**config.mk**
```make
export PLATFORM = sky130hd
export DESIGN_NAME = mux_rr_arbiter_flat
export DESIGN_NICKNAME = d
export VERILOG_FILES = /design/src/rtl/mux_rr_arbiter_pkg.sv /design/src/rtl/mux_rr_arbiter_if.sv /design/src/rtl/mux_rr_arbiter_prio_pick.sv /design/src/rtl/mux_rr_arbiter.sv /design/src/flat_wrapper.sv
export SDC_FILE = /design/constraint.sdc
export NUM_CORES = 1
export LEC_CHECK = 0
export ABC_AREA = 1
export BUFFER_PORTS_ARGS = -buffer_cell sky130_fd_sc_hd__clkbuf_2
export CAP_MARGIN = 30
export CORE_UTILIZATION = 48
export DETAILED_ROUTE_END_ITERATION = 16
export GPL_ROUTABILITY_DRIVEN = 0
export PLACE_DENSITY = 0.68
export SKIP_LAST_GASP = 1
export SLEW_MARGIN = 25
export SYNTH_ARGS = -nofsm -noshare
export SYNTH_HDL_FRONTEND = slang
export SYNTH_HIERARCHICAL = 1
export SYNTH_SLANG_ARGS = --single-unit
```
**constraint.sdc**
```tcl
create_clock -name clk -period 6.5 [get_ports clk]
set_input_delay 1.3 -clock clk [delete_from_list [all_inputs] [get_ports clk]]
set_output_delay 1.3 -clock clk [all_outputs]
set_load 0.01 [all_outputs]
```
**src/rtl/mux_rr_arbiter_pkg.sv**
```systemverilog
// Shared constants, state encoding and helpers
// for the round-robin mux arbiter.
package mux_rr_arbiter_pkg;

  localparam int N_REQ        = 8;
  localparam int SEL_W        = 3;
  localparam int MAX_HOLD_DEF = 4;
  localparam int HCNT_W       = 4;

  localparam logic ST_IDLE = 1'b0;
  localparam logic ST_BUSY = 1'b1;

  typedef enum logic {
    S_IDLE = ST_IDLE,
    S_BUSY = ST_BUSY
  } state_t;

  function automatic logic [SEL_W-1:0] next_idx(
    input logic [SEL_W-1:0] idx
  );
    if (int'(idx) == N_REQ - 1) return '0;
    return idx + SEL_W'(1);
  endfunction

endpackage

```
**src/rtl/mux_rr_arbiter_if.sv**
```systemverilog
// Requester/arbiter bundle: req, last in;
// grant, grant_valid, sel, timeout out.
interface mux_rr_arbiter_if;
  import mux_rr_arbiter_pkg::*;

  logic [N_REQ-1:0] req;
  logic             last;
  logic [N_REQ-1:0] grant;
  logic             grant_valid;
  logic [SEL_W-1:0] sel;
  logic             timeout;

  modport master (
    output req, last,
    input  grant, grant_valid, sel, timeout
  );

  modport slave (
    input  req, last,
    output grant, grant_valid, sel, timeout
  );

endinterface

```
**src/rtl/mux_rr_arbiter_prio_pick.sv**
```systemverilog
// Rotating priority search: first set req bit
// from i_ptr upward with wrap; o_found/o_win_idx.
module rr_prio_pick
  import mux_rr_arbiter_pkg::*;
(
  input  logic [N_REQ-1:0] i_req,
  input  logic [SEL_W-1:0] i_ptr,
  output logic             o_found,
  output logic [SEL_W-1:0] o_win_idx
);

  logic [N_REQ-1:0] w_rot;

  always_comb begin
    w_rot = '0;
    for (int i = 0; i < N_REQ; i++) begin
      w_rot[i] =
        i_req[SEL_W'((i + int'(i_ptr)) % N_REQ)];
    end
  end

  // Descending scan: lowest set slot wins,
  // then map back to the requester index.
  always_comb begin
    o_found   = |i_req;
    o_win_idx = '0;
    for (int i = N_REQ - 1; i >= 0; i--) begin
      if (w_rot[i]) begin
        o_win_idx =
          SEL_W'((i + int'(i_ptr)) % N_REQ);
      end
    end
  end

endmodule

```
**src/rtl/mux_rr_arbiter.sv**
```systemverilog
// Round-robin arbiter driving an 8:1 mux select.
// Ports: clk, rst, bus (slave: req/last in, grant out).
module mux_rr_arbiter
  import mux_rr_arbiter_pkg::*;
#(
  parameter int MAX_HOLD = MAX_HOLD_DEF
)
(
  input  logic            clk,
  input  logic            rst,
  mux_rr_arbiter_if.slave bus
);

  localparam logic [HCNT_W-1:0] HOLD_LAST =
    HCNT_W'(MAX_HOLD - 1);

  state_t            r_state;
  logic [SEL_W-1:0]  r_ptr;
  logic [SEL_W-1:0]  r_sel;
  logic [HCNT_W-1:0] r_hcnt;
  logic [N_REQ-1:0]  r_grant;
  logic              r_gv;
  logic              r_to;

  logic              w_busy;
  logic              w_hit;
  logic              w_own_req;
  logic              w_end;
  logic              w_to;
  logic [SEL_W-1:0]  w_nptr;
  logic [SEL_W-1:0]  w_pick_ptr;
  logic              w_found;
  logic [SEL_W-1:0]  w_win;

  assign w_busy    = (r_state == S_BUSY);
  assign w_hit     = (r_hcnt == HOLD_LAST);
  assign w_own_req = bus.req[r_sel];
  assign w_end     = w_busy &
    (bus.last | ~w_own_req | w_hit);
  // Only a pure hold-limit expiry is a timeout.
  assign w_to      = w_hit & ~bus.last & w_own_req;
  assign w_nptr    = next_idx(r_sel);
  // On an end, search from the owner's successor
  // so the owner ranks last.
  assign w_pick_ptr = w_end ? w_nptr : r_ptr;

  rr_prio_pick u_pick (
    .i_req     (bus.req),
    .i_ptr     (w_pick_ptr),
    .o_found   (w_found),
    .o_win_idx (w_win)
  );

  always_ff @(posedge clk) begin
    if (rst) begin
      r_state <= S_IDLE;
      r_ptr   <= '0;
      r_sel   <= '0;
      r_hcnt  <= '0;
      r_grant <= '0;
      r_gv    <= 1'b0;
      r_to    <= 1'b0;
    end else begin
      r_to <= 1'b0;
      unique case (r_state)
        S_IDLE: begin
          if (w_found) begin
            r_state <= S_BUSY;
            r_grant <= N_REQ'(1) << w_win;
            r_sel   <= w_win;
            r_gv    <= 1'b1;
            r_hcnt  <= '0;
          end
        end
        S_BUSY: begin
          if (!w_end) begin
            r_hcnt <= r_hcnt + HCNT_W'(1);
          end else begin
            r_ptr <= w_nptr;
            r_to  <= w_to;
            r_hcnt <= '0;
            if (w_found) begin
              r_grant <= N_REQ'(1) << w_win;
              r_sel   <= w_win;
            end else begin
              r_state <= S_IDLE;
              r_grant <= '0;
              r_gv    <= 1'b0;
            end
          end
        end
      endcase
    end
  end

  assign bus.grant       = r_grant;
  assign bus.grant_valid = r_gv;
  assign bus.sel         = r_sel;
  assign bus.timeout     = r_to;

endmodule

```
**src/flat_wrapper.sv**
```systemverilog
// flat-port wrapper written by rule: the top's interface ports become plain ports
module mux_rr_arbiter_flat import mux_rr_arbiter_pkg::*;
#(
  parameter int MAX_HOLD = MAX_HOLD_DEF
)
  (clk, rst, bus_req, bus_last, bus_grant, bus_grant_valid, bus_sel, bus_timeout);
  mux_rr_arbiter_if bus_i ();
  input  logic clk;
  input  logic rst;
  input wire logic [$bits(bus_i.req)-1:0] bus_req;
  input wire logic [$bits(bus_i.last)-1:0] bus_last;
  output wire logic [$bits(bus_i.grant)-1:0] bus_grant;
  output wire logic [$bits(bus_i.grant_valid)-1:0] bus_grant_valid;
  output wire logic [$bits(bus_i.sel)-1:0] bus_sel;
  output wire logic [$bits(bus_i.timeout)-1:0] bus_timeout;
  assign bus_i.req = bus_req;
  assign bus_i.last = bus_last;
  assign bus_grant = bus_i.grant;
  assign bus_grant_valid = bus_i.grant_valid;
  assign bus_sel = bus_i.sel;
  assign bus_timeout = bus_i.timeout;
  mux_rr_arbiter #(.MAX_HOLD(MAX_HOLD)) u_core (.clk(clk), .rst(rst), .bus(bus_i));
endmodule
```
After elaboration in Yosys (flattened, before gate mapping)
Index checks and enable logic that the tools add are counted.
{"block": "totals", "register_bits": 21, "input_bits": 11, "output_inout_bits": 13, "wordCells": 99}
{"block": "op_classes", "n_addsub": 9, "n_lt_le_gt_ge": 9, "n_eq_ne": 5, "shifts": 1, "muxes": 55, "bitwise": 9, "n_reduce_logical": 4}
{"op": "$lt 3x5->1 const B", "count": 8}
{"op": "$mux 3", "count": 13}
{"op": "$bmux 1 s3", "count": 9}
{"op": "$mux 8", "count": 3}
{"op": "$mux 1", "count": 23}
{"op": "$pmux 8 s2", "count": 1}
{"op": "$add 3x3->3 const A", "count": 4}
{"op": "$mux 4", "count": 2}
{"op": "$pmux 4 s2", "count": 1}
{"op": "$reduce_or 8->1", "count": 1}
{"op": "$shl 1x3->8 const A", "count": 1}
{"op": "$add 2x3->3 const A", "count": 2}
{"op": "$ne 2x2->1 const B", "count": 3}
{"op": "$pmux 3 s2", "count": 1}
{"op": "$add 4x1->4 const B", "count": 1}
{"op": "$eq 4x2->1 const B", "count": 1}
{"op": "$lt 3x4->1 const B", "count": 1}
{"op": "$not 1->1", "count": 4}
{"op": "$pmux 1 s2", "count": 2}
{"op": "$add 1x3->3 const A", "count": 1}
{"op": "$add 3x1->3 const B", "count": 1}
{"op": "$and 1x1->1", "count": 3}
{"op": "$eq 3x1->1 const B", "count": 1}
{"op": "$reduce_and 3->1", "count": 1}
{"op": "other kinds (3)", "count": 4}

Logic depth before layout (Yosys ltp)
Gate-level depths: netlist of the first run.
{"block": "logic_depth", "ltp_word": 23, "depth_mapped": 32, "mapped_depth_nobuf": 31}

Modules after synthesis
The synthesis of the first run kept the hierarchy.
{"module": "mux_rr_arbiter", "n_inst": 1, "cells_each": 171, "area_per_inst_um2": 1123.6, "seq_area_each_um2": 420.4}
{"module": "rr_prio_pick", "n_inst": 1, "cells_each": 129, "area_per_inst_um2": 688.2, "seq_area_each_um2": 0.0}

Least setup slack after synthesis of the first run
Ideal clock, no wire load.
{"block": "synth_timing", "path_kind": "input-to-reg", "start": "in bus_req[7]", "end": "reg u_core.r_grant[2], in the netlist u_core/bus.grant[2]", "setup_time_ps": 64, "arrival_time_ps": 3964, "required_ps": 6436, "slack_ps": 2472, "stages": 31, "path_buffers": 2, "cell_sequence": "inv_1 > nand2_1 > nand3_1 > nand2_1 > nand2_1 > nand2_2 > nand3_1 > nand2_2 > nand2_1 > nand2_1 > buf_6 > inv_4 > ha_1 > buf_4 > inv_2 > nand3_1 > nand3_2 > nand2_2 > nor2_1 > nand2_1 > nand3_1 > nand2_1 > nand2_1 > nand2_1 > a21oi_2 > inv_1 > nor2_1 > nand2_1 > nand3_1 > nand2_1 > nor2_1"}
{"block": "synth_via", "elab_chain_cells": 23, "word_cells_on_any_way": 55, "cone_classes": "add/sub: 7; eq/ne: 2; shift: 1; mux: 39; bitwise: 4; reduce/logical: 2"}
{"item": "from (decl)", "line": "flat_wrapper.sv:10", "rtl": "input wire logic [$bits(bus_i.req)-1:0] bus_req;"}
{"item": "$bmux 1 s3 *", "line": "mux_rr_arbiter.sv:37", "rtl": "assign w_own_req = bus.req[r_sel];"}
{"item": "$mux 1 (implied by the code) *", "line": "mux_rr_arbiter.sv:37"}
{"item": "$not 1->1 *", "line": "mux_rr_arbiter.sv:39", "rtl": "(bus.last | ~w_own_req | w_hit);"}
{"item": "$or 1x1->1 * (2 in series)", "line": "mux_rr_arbiter.sv:39"}
{"item": "$and 1x1->1 *", "line": "mux_rr_arbiter.sv:38", "rtl": "assign w_end = w_busy &"}
{"item": "$mux 3 *", "line": "mux_rr_arbiter.sv:45", "rtl": "assign w_pick_ptr = w_end ? w_nptr : r_ptr;"}
{"item": "net u_core.w_pick_ptr[1]", "line": "mux_rr_arbiter.sv:31", "rtl": "logic [SEL_W-1:0] w_pick_ptr;"}
{"item": "$add 3x3->3", "line": "mux_rr_arbiter_prio_pick.sv:18, mux_rr_arbiter_prio_pick.sv:30"}
{"item": "$bmux 1 s3", "line": "mux_rr_arbiter_prio_pick.sv:18", "rtl": "i_req[SEL_W'((i + int'(i_ptr)) % N_REQ)];"}
{"item": "$mux 1 (implied by the code) (2 in series)", "line": "mux_rr_arbiter_prio_pick.sv:18"}
{"item": "$mux 3 (7 in series)", "line": "mux_rr_arbiter_prio_pick.sv:28", "rtl": "if (w_rot[i]) begin"}
{"item": "$mux 3 *", "line": "mux_rr_arbiter_prio_pick.sv:28"}
{"item": "net u_core.w_win[1]", "line": "mux_rr_arbiter.sv:33", "rtl": "logic [SEL_W-1:0] w_win;"}
{"item": "$shl 1x3->8 *", "line": "mux_rr_arbiter.sv:69, mux_rr_arbiter.sv:83"}
{"item": "$mux 8", "line": "mux_rr_arbiter.sv:82", "rtl": "if (w_found) begin"}
{"item": "$mux 8", "line": "mux_rr_arbiter.sv:76", "rtl": "if (!w_end) begin"}
{"item": "$pmux 8 s2 *", "line": "mux_rr_arbiter.sv:65", "rtl": "unique case (r_state)"}
{"item": "to (signal assigned)", "line": "mux_rr_arbiter.sv:69", "rtl": "r_grant <= N_REQ'(1) << w_win;"}
{"item": "to (signal assigned)", "line": "mux_rr_arbiter.sv:83", "rtl": "r_grant <= N_REQ'(1) << w_win;"}
{"item": "to (decl)", "line": "mux_rr_arbiter.sv:21", "rtl": "logic [N_REQ-1:0] r_grant;"}
The timed path passes the listed nets; every way through them passes the cells marked *. The select of a mux whose other input is x is not followed.
A chain may end at the register's enable or synchronous reset.

Worst setup path in the final report of the first run
{"block": "layout_timing", "start": "in bus_req[6]", "end": "reg u_core.r_grant[6], in the netlist u_core/bus.grant[6]"}
Same word-level chain as after synthesis.

==> summary.md, run 1 <==
| Metric | Value |
|---|---|
| Met1 global-route usage | `0.317` |
| Top post-synthesis cells by area | `dfxtp_1 (23%), nand2_1 (19%), nand3_1 (12%)` |
| # port buffers | `23` |
| Grt total ovfl | `0` |
| Later-pin clock latency in the skew report | `0.26 ns` |
| Critical Path AT | `4.83 ns` |
| Core region area | `3470 sq um` |
| Gr usage total | `0.216` |
| CTS tree | `built` |
| Vias in the first global route | `1582` |
| Die area | `4020 sq um` |
| Crit Path Class | `in -> reg` |
| Setup Buffers After CTS | `0` |
| Buf/Inv on CP | `5` |
| Main synth FF type | `dfxtp_1` |
| Pin count of the biggest net entering global routing | `25` |
| Fmax | `0.216 GHz` |
| Initial DRC Count | `156` |
| Layout Cells excl Fill | `363` |
| DR vias/cell | `5.04` |
| Max-cap violation count | `0` |
| Slew @ Worst Pin | `0.498 ns` |
| Slew HR | `0.667` |
| Setup TNS | `0 ns` |
| Switching Share | `0.557` |
| Period utilization | `0.711` |
| Final clock skew | `0.00378 ns` |
| Layout Nets | `335` |
| IO Count | `24` |
| Top-area cell type share of the netlist area | `0.232` |
| Async SR Flop Fraction | `0` |
| Final setup fails | `0` |
| Placed cells | `359` |
| Register area share after synthesis | `0.232` |
| Detailed-route wire length per cell | `10.9 um` |
| Critical Path Start Type | `primary input` |
| Clock transition at path regs | `0.08 ns` |
| Crit. End Element | `flop` |
| Yosys warnings | `6` |
| Count of final hold-check violations | `0` |
| Routed wire length | `3960 um` |
| Antenna-violating nets left | `0` |
| Post-DP HPWL | `3080 um` |
| Post-CTS resize count | `0` |
| Die span in y | `63.4 um` |
| Area leader, netlist | `dfxtp_1` |
| Remaining DRCs | `0` |
| Busiest grt layer | `met2` |
| Router iterations before antenna repair | `4` |
| Grt met2 use | `0.330` |
| CTS root buf | `clkbuf_8` |
| Internal Power | `500 uW` |
| # hold bufs at CTS | `0` |
| CP dominant cell by count | `nand2_1` |
| Mapped Nets | `317` |
| Crit path max fanout | `12` |
| First-pass GRT wire length | `7020 um` |
| Initial Util | `0.522` |
| Hold Crit Class | `reg -> reg` |
| Initial antenna violation count | `0` |
| Post-synth cell types | `25` |
| Avg Inst Size Synth | `6.04 sq um` |
| Vias | `1830` |
| Reg power frac | `0.161` |
| Chip width | `63.4 um` |
| Combinational fraction of design power | `0.763` |
| Seq cells post-synth | `21` |
| CTS max path bufs | `2` |
| RSZ-0062 raised after global routing | `no` |
| Layout area overhead | `7.94%` |
| Delay of the slowest critical-path stage | `0.46 ns` |
| Top delay family on crit path | `simple AND/OR/NAND/NOR gates` |
| Syn Std Cell Area | `1810 sq um` |
| Switching Power | `628 uW` |
| Post-synth EDFFs | `0` |
| Worst vdd ir | `0.225 mV` |
| CP required | `6.70 ns` |
| Critical path's slowest cell | `ha_1` |
| Cells after Synth | `300` |
| Synth cell count leaders | `nand2_1 (92), nand3_1 (44), inv_1 (32)` |
| Most common cell in the netlist | `nand2_1` |
| Share of post-route cells with drive strength above 1 | `0.180` |
| Final core utilization | `0.564` |
| Status | `completed` |
| Num CTS Buffers | `3` |
| Slew Limit Fails | `0` |
| Pleak | `0.00110 uW` |
| Cell Pwr Density | `577 nW/um^2` |
| CTS Sinks | `21` |
| Fin crit period | `4.62 ns` |
| Site row count | `21` |
| Htree depth | `1` |
| Clock group share of total power | `0.076` |
| Antenna cells | `0` |
| Met3 GRT Util | `0.0380` |
-- tightest hold or removal path, stage by stage, from the launching register on --
cell	delay [ns]
dfxtp_1	0.31
nand2_1	0.06
a21oi_1	0.05
-- metal layers --
layer / vias up / routed length (um)
met3: 0 / 213
met5: - / 0
li1: 992 / -
met4: 0 / 0
met2: 42 / 1650
met1: 796 / 2100
-- state kept, by name, indices dropped and copies added (netlist names) --
signal and flops:
u_core/bus.grant_valid 1, u_core/bus.timeout 1, u_core/r_hcnt 4, u_core/r_state 1
u_core/bus.grant 8, u_core/r_ptr 3, u_core/bus.sel 3
-- power by group through the flow --
| stage | Clock (uW) | Combinational [uW] | Sequential (uW) |
|---|---|---|---|
| finish | 85.2 | 861 | 182 |
| global route | 94.9 | 990 | 187 |
| CTS | 89.1 | 851 | 182 |
| detailed placement | 0 | 846 | 184 |
| global placement | 0 | 849 | 184 |
| floorplan | 0 | 717 | 188 |
-- metrics by stage --
step / area, sq um / hold slack (ns) / total power, uW / setup slack, ns
final: 1960 / 0.464 / 1130 / 1.88
after global routing: 1960 / 0.498 / 1270 / 1.38
after CTS: 1960 / 0.473 / 1120 / 1.94
after detailed placement: 1910 / 0.458 / 1030 / 1.68
after global placement: 1910 / 0.458 / 1030 / 1.69
after floorplan: 1810 / 0.446 / 905 / 2.47
-- placed cells by master, fill, tap and decap left out --
master	netlist	routed
nand2_1	92	92
nand3_1	44	44
inv_1	32	32
nor2_1	27	27
clkbuf_2	0	23
a21oi_1	23	23
dfxtp_1	21	21
nand2_2	12	12
nand3_2	10	10
ha_1	6	6
xor2_1	4	4
clkbuf_8	0	3
inv_2	3	3
nor4_1	3	3
a21oi_2	2	2
nand4_1	2	2
inv_4	2	2
o21ai_1	2	2
clkbuf_1	3	1
nand3b_1	1	1
nand4_4	1	1
clkinv_1	1	1
xnor2_1	1	1
nor2_2	1	1
-- area by class of cell --
class                   instances  area, sq um
repair buffers                 23          115
multi-input cells             231         1170
inverters                      38          148
fillers                       371         1510
flip-flops and latches         21          420
clock buffers                   4         45.0
well taps                      46         57.6
-- kinds of logic after synthesis --
kind of cell | Yosys count | synth area share
AND/OR/NAND/NOR | 193 | 0.501
buffers and inverters | 48 | 0.122
AO/OA/AOI/OAI | 27 | 0.0787
flip-flops | 21 | 0.232
adder cells (fa/ha/maj) | 6 | 0.0414
XOR/XNOR | 5 | 0.0242
-- worst paths after layout --
check | startpoint | slack (ns) | cells after the start | to
setup / recovery | bus_req[6] | 1.88 | 30 | u_core/bus.grant[6]$_SDFFE_PP0P_
hold / removal | u_core/bus.grant_valid$_SDFFE_PP0P_ | 0.46 | 2 | u_core/bus.grant_valid$_SDFFE_PP0P_
hold reg to reg | u_core/bus.grant_valid$_SDFFE_PP0P_ | 0.46 | 2 | u_core/bus.grant_valid$_SDFFE_PP0P_
setup reg to reg | u_core/bus.sel[0]$_SDFFE_PP0P_ | 2.47 | 29 | u_core/bus.grant[6]$_SDFFE_PP0P_
(Power assumes the default switching activity.)
==> inputs of run 2 (changes only) <==
Clock period 6.5 ns to 4.6 ns, I/O delays scaled along.
==> summary.md, run 2 (synthesized netlist as in run 1, its figures left out) <==
| Metric | Value |
|---|---|
| Htree depth | `1` |
| Share of post-route cells with drive strength above 1 | `0.185` |
| Worst R2R Setup Slack | `0.94 ns` |
| Crit path max fanout | `8` |
| Clock transition at path regs | `0.08 ns` |
| Max-cap violation count | `0` |
| Pin count of the biggest net entering global routing | `25` |
| Vias | `1854` |
| Switching Power | `877 uW` |
| Slew @ Worst Pin | `0.465 ns` |
| Slew HR | `0.688` |
| Combinational fraction of design power | `0.763` |
| Delay of the slowest critical-path stage | `0.46 ns` |
| Final setup fails | `0` |
| Initial antenna violation count | `0` |
| Count of final hold-check violations | `0` |
| RSZ-0062 raised after global routing | `no` |
| Hold Crit Class | `reg -> reg` |
| Vias in the first global route | `1622` |
| Critical Path AT | `4.10 ns` |
| Final clock skew | `0.00302 ns` |
| Site row count | `21` |
| CP dominant cell by count | `nand2_1` |
| Router iterations before antenna repair | `4` |
| Setup TNS | `0 ns` |
| Cell Pwr Density | `809 nW/um^2` |
| Setup ws final | `0.707 ns` |
| IO Count | `24` |
| Slew Limit Fails | `0` |
| R2r startpoint | `u_core/bus.sel[0]$_SDFFE_PP0P_` |
| Internal Power | `718 uW` |
| CP required | `4.81 ns` |
| Post-DP HPWL | `3060 um` |
| Reg power frac | `0.160` |
| Buf/Inv on CP | `6` |
| Fmax | `0.257 GHz` |
| Period utilization | `0.846` |
| DR vias/cell | `5.08` |
| Chip width | `63.4 um` |
| Grt total ovfl | `0` |
| CTS root buf | `clkbuf_8` |
| First-pass GRT wire length | `7130 um` |
| Clock group share of total power | `0.076` |
| Worst vdd ir | `0.300 mV` |
| Most frequent cells in the layout | `nand2_1 (92), nand3_1 (44), inv_1 (32), nor2_1 (27)` |
| Antenna-violating nets left | `0` |
| Crit Path Class | `in -> reg` |
| Layout area overhead | `8.77%` |
| Status | `completed` |
| CTS max path bufs | `2` |
| Pleak | `0.00111 uW` |
| # hold bufs at CTS | `0` |
| Leading cell type in the layout, fill and taps excluded | `nand2_1` |
| Later-pin clock latency in the skew report | `0.26 ns` |
| Initial Util | `0.522` |
| Crit. End Element | `flop` |
| CP Launch Point | `bus_req[7]` |
| Fin crit period | `3.89 ns` |
| Initial DRC Count | `123` |
| Routed wire length | `3850 um` |
| Post-CTS resize count | `0` |
| Critical path's slowest cell | `ha_1` |
| Remaining DRCs | `0` |
| CTS tree | `built` |
| Die area | `4020 sq um` |
| Switching Share | `0.550` |
| Layout Nets | `337` |
| Critical Path Start Type | `primary input` |
| Largest register FFs | `8` |
| Min-delay src | `u_core/r_ptr[0]$_SDFFE_PP0P_` |
| Core region area | `3470 sq um` |
| CTS Sinks | `21` |
| Hold WS | `0.468 ns` |
| Final non-filler cell area | `1970 sq um` |
| Detailed-route wire length per cell | `10.5 um` |
| Top delay family on crit path | `simple AND/OR/NAND/NOR gates` |
| Num CTS Buffers | `3` |
| Gr usage total | `0.216` |
| Placed cell area | `1930 sq um` |
| Dpl ws | `0.476 ns` |
| Antenna cells | `0` |
| Setup Buffers After CTS | `0` |
| # port buffers | `23` |
| Die span in y | `63.4 um` |
==> run 2: cell types whose count changed in the layout (fill, tap and decap cells not counted) <==
cell | previous run | this run
buf_4 | 0 | 2
==> run 2: final cells by class <==
cell class	instances	area [sq um]
Timing Repair Buffer	25	130
Clock buffer	4	45.0
Multi-Input combinational cell	231	1170
Fill cell	383	1500
Tap cell	46	57.6
Inverter	38	148
Sequential cell	21	420
==> run 2: path summary, 6_finish.rpt <==
kind                                 endpoint  cells after the start
max          u_core/bus.grant[2]$_SDFFE_PP0P_                     31
min              u_core/r_ptr[0]$_SDFFE_PP0P_                      2
max reg2reg  u_core/bus.grant[2]$_SDFFE_PP0P_                     30
min reg2reg      u_core/r_ptr[0]$_SDFFE_PP0P_                      2
==> run 2: worst min-delay path: stages, from the launching register on <==
cell     delay, ns
dfxtp_1       0.30
nand2_1       0.07
a21oi_1       0.05
==> run 2: through the flow <==
| step | utilization | std cells | total power [uW] |
|---|---|---|---|
| finish | 0.568 | 365 | 1590 |
| global route | 0.568 | 365 | 1820 |
| CTS | 0.568 | 365 | 1590 |
| detailed placement | 0.555 | 361 | 1460 |
| global placement | 0.555 | 361 | 1470 |
| floorplan | - | 300 | 1280 |
==> run 2: power by group through the flow <==
stage	logic, uW	clock network, uW	registers, uW
2_1_floorplan	1010	0	266
3_3_place_gp	1210	0	260
3_5_place_dp	1200	0	261
4_1_cts	1210	126	257
5_1_grt	1420	135	263
6_report	1220	122	256
==> run 2: layer usage <==
metal	track usage	wire, um	share of wire	up-vias
li1	-	-	-	999
met1	0.312	2060	0.53	817
met2	0.330	1620	0.42	36
met3	0.0380	149	0.039	2
met4	0.0511	24	0.0062	0
met5	0	0	0	-
==> inputs of run 3 (changes only) <==
Settings changed: ABC_AREA 1 to 0.
Clock period 4.6 ns to 3.6 ns, I/O delays scaled along.
==> summary.md, run 3 <==
| Metric | Value |
|---|---|
| Status | `complete, but fails checks` |
| Failing checks | `setup timing` |
| Pin count of the biggest net entering global routing | `23` |
| Vias | `1949` |
| Async SR Flop Fraction | `0` |
| Seq cells post-synth | `21` |
| Initial antenna violation count | `0` |
| Critical path's slowest cell | `or4b_4` |
| Layout area overhead | `47.6%` |
| Share of post-route cells with drive strength above 1 | `0.511` |
| Chip width | `63.5 um` |
| Worst R2R Setup Slack | `-0.50 ns` |
| Slew HR | `0.477` |
| Count of final hold-check violations | `0` |
| Antenna cells | `0` |
| Placed cells | `307` |
| Crit Path Class | `in -> reg` |
| Post-synth cell types | `47` |
| Pleak | `0.00113 uW` |
| Die span in y | `63.5 um` |
| Yosys warnings | `6` |
| CTS tree | `built` |
| CP Cell Sequence | `buf_6 > mux2i_1 > a221o_1 > o31ai_4 > mux2_4 > buf_4 > mux4_2 > buf_4 > a22oi_2 > o21bai_1 > a31oi_2 > o2bb2ai_4 > a21oi_2 > nand2_1 > or4b_4 > a21oi_2` |
| Area leader, netlist | `dfxtp_1` |
| Syn Std Cell Area | `1820 sq um` |
| Cells after Synth | `201` |
| Hold WS | `0.487 ns` |
| Router iterations before antenna repair | `6` |
| Final setup fails | `11` |
| CTS root buf | `clkbuf_8` |
| Site row count | `21` |
| Period utilization | `1.16` |
| Worst hold path endpoint | `u_core/bus.grant[4]$_SDFFE_PP0P_` |
| Top post-synthesis cells by area | `dfxtp_1 (23%), mux4_2 (11%), a21oi_1 (5.8%)` |
| Setup ws final | `-0.586 ns` |
| Remaining DRCs | `0` |
| Slew Limit Fails | `0` |
| # hold bufs at CTS | `0` |
| CTS max path bufs | `2` |
| Avg Inst Size Synth | `9.03 sq um` |
| Post-DP HPWL | `3870 um` |
| Register area share after synthesis | `0.232` |
| Antenna-violating nets left | `0` |
| Delay of the slowest critical-path stage | `0.49 ns` |
| Final non-filler cell area | `2680 sq um` |
| Fin crit period | `4.19 ns` |
| Later-pin clock latency in the skew report | `0.26 ns` |
| Final clock skew | `0.00689 ns` |
| CP required | `3.80 ns` |
| Hold Crit Class | `reg -> reg` |
| IO Count | `24` |
| Largest register FFs | `8` |
| Dpl ws | `-0.679 ns` |
| Crit. End Element | `flop` |
| Placed cell area | `2370 sq um` |
| Main synth FF type | `dfxtp_1` |
| Critical Path AT | `4.39 ns` |
| Synth cell count leaders | `a21oi_1 (21), dfxtp_1 (21), nand2_1 (14)` |
| CTS Sinks | `21` |
| Worst vdd ir | `0.527 mV` |
| Routed wire length | `5660 um` |
| Layout Cells excl Fill | `322` |
| Grt total ovfl | `0` |
| First-pass GRT wire length | `8330 um` |
| Tot Pwr | `2880 uW` |
| Most frequent cells in the layout | `buf_4 (55), clkbuf_2 (21), dfxtp_1 (20), nand2_1 (14), a21oi_1 (14)` |
| Fmax | `0.239 GHz` |
| Gr usage total | `0.261` |
| Initial DRC Count | `194` |
| Mapped Nets | `218` |
| Clock transition at path regs | `0.08 ns` |
| DR vias/cell | `6.05` |
| Crit path max fanout | `7` |
| Die area | `4030 sq um` |
| Min-delay src | `u_core/bus.grant[4]$_SDFFE_PP0P_` |
| RSZ-0062 raised after global routing | `yes` |
| # port buffers | `23` |
| Hold depth | `2` |
| R2r endpoint | `u_core/bus.grant[3]$_SDFFE_PP0P_` |
| Initial Util | `0.523` |
| Post-synth EDFFs | `0` |
| Vias in the first global route | `1807` |
| Leading cell type in the layout, fill and taps excluded | `buf_4` |
| Cell count of the worst reg-to-reg path | `15` |
| R2r startpoint | `u_core/bus.sel[0]$_SDFFE_PP0P_` |
| Top-area cell type share of the netlist area | `0.232` |
| Core region area | `3470 sq um` |
| Critical Path Start Type | `primary input` |
| Htree depth | `1` |
| Layout Nets | `294` |
| Num CTS Buffers | `3` |
| Cell Pwr Density | `1080 nW/um^2` |
| Max-cap violation count | `0` |
| Slew @ Worst Pin | `0.785 ns` |
| Detailed-route wire length per cell | `17.6 um` |
## run 3: cell types whose count changed after synthesis, sizes merged, moves of 5 or more
cell / previous run / this run
nor2: 28 / 12
inv: 37 / 8
mux2: 0 / 10
a22oi: 0 / 5
o21ai: 2 / 13
nor2b: 0 / 6
nand3: 54 / 7
mux2i: 0 / 10
mux4: 0 / 12
nand2: 104 / 14
## run 3: how the worst max path moves through the flow
stage | startpoint | end | slack, ns | cells after the start
2_1_floorplan | bus_req[5] | u_core/bus.grant[6]$_SDFFE_PP0P_ | -0.73 | 15
4_1_cts | bus_req[1] | u_core/bus.grant[6]$_SDFFE_PP0P_ | -0.37 | 13
5_1_grt | bus_req[1] | u_core/bus.grant[3]$_SDFFE_PP0P_ | -0.73 | 16
3_3_place_gp | bus_req[5] | u_core/bus.grant[4]$_SDFFE_PP0P_ | -0.60 | 13
3_5_place_dp | bus_req[1] | u_core/bus.grant[4]$_SDFFE_PP0P_ | -0.68 | 13
6_report | bus_req[1] | u_core/bus.grant[3]$_SDFFE_PP0P_ | -0.59 | 16
## run 3: timing repair
item,in CTS,in global routing
endpoints found under the setup margin,10,11
setup buffers,6,5
pin swaps,6,17
resized for setup,14,21
## run 3: worst max-delay path, delay by kind of cell
family,cells,cell delay (ns)
AOI/OAI and AO/OA,8,1.74
muxes,3,0.92
and+or+nand+nor,2,0.60
buffers and inverters,3,0.40
## run 3: kinds of logic after synthesis
family / Yosys count / share of synthesized area
buffers and inverters: 20 / 0.0503
XOR/XNOR: 4 / 0.0193
AND/OR/NAND/NOR: 61 / 0.180
AO/OA/AOI/OAI: 57 / 0.199
flip-flops: 21 / 0.232
adder cells (fa/ha/maj): 6 / 0.0413
multiplexers: 32 / 0.278
## run 3: final cells by class
type / instances / area (sq um)
clock buffers: 3 / 41.3
fillers: 239 / 790
multi-input cells: 160 / 1510
inverters: 8 / 35.0
well taps: 46 / 57.6
clock inverters: 1 / 5.00
repair buffers: 83 / 609
flip-flops and latches: 21 / 422
## run 3: through the flow
stage                      util  TNS [ns]
after floorplan               -     -6.04
after global placement    0.683     -5.15
after detailed placement  0.683     -6.01
after CTS                 0.731     -2.89
after global routing      0.772     -5.88
final                     0.772     -4.60
## run 3: report_power, final
group          internal (uW)  leakage (uW)  switching [uW]
Combinational           1300      0.000929            1120
Sequential               282      0.000172            32.0
Clock                   77.2     0.0000255            78.6
## run 3: routing by layer
metal	track usage	share of wire	up-vias	wire, um
met1	0.340	0.42	932	2390
met2	0.447	0.50	86	2830
li1	-	-	918	-
met4	0.0540	0.020	0	116
met3	0.0453	0.057	13	324
met5	0	0	-	0
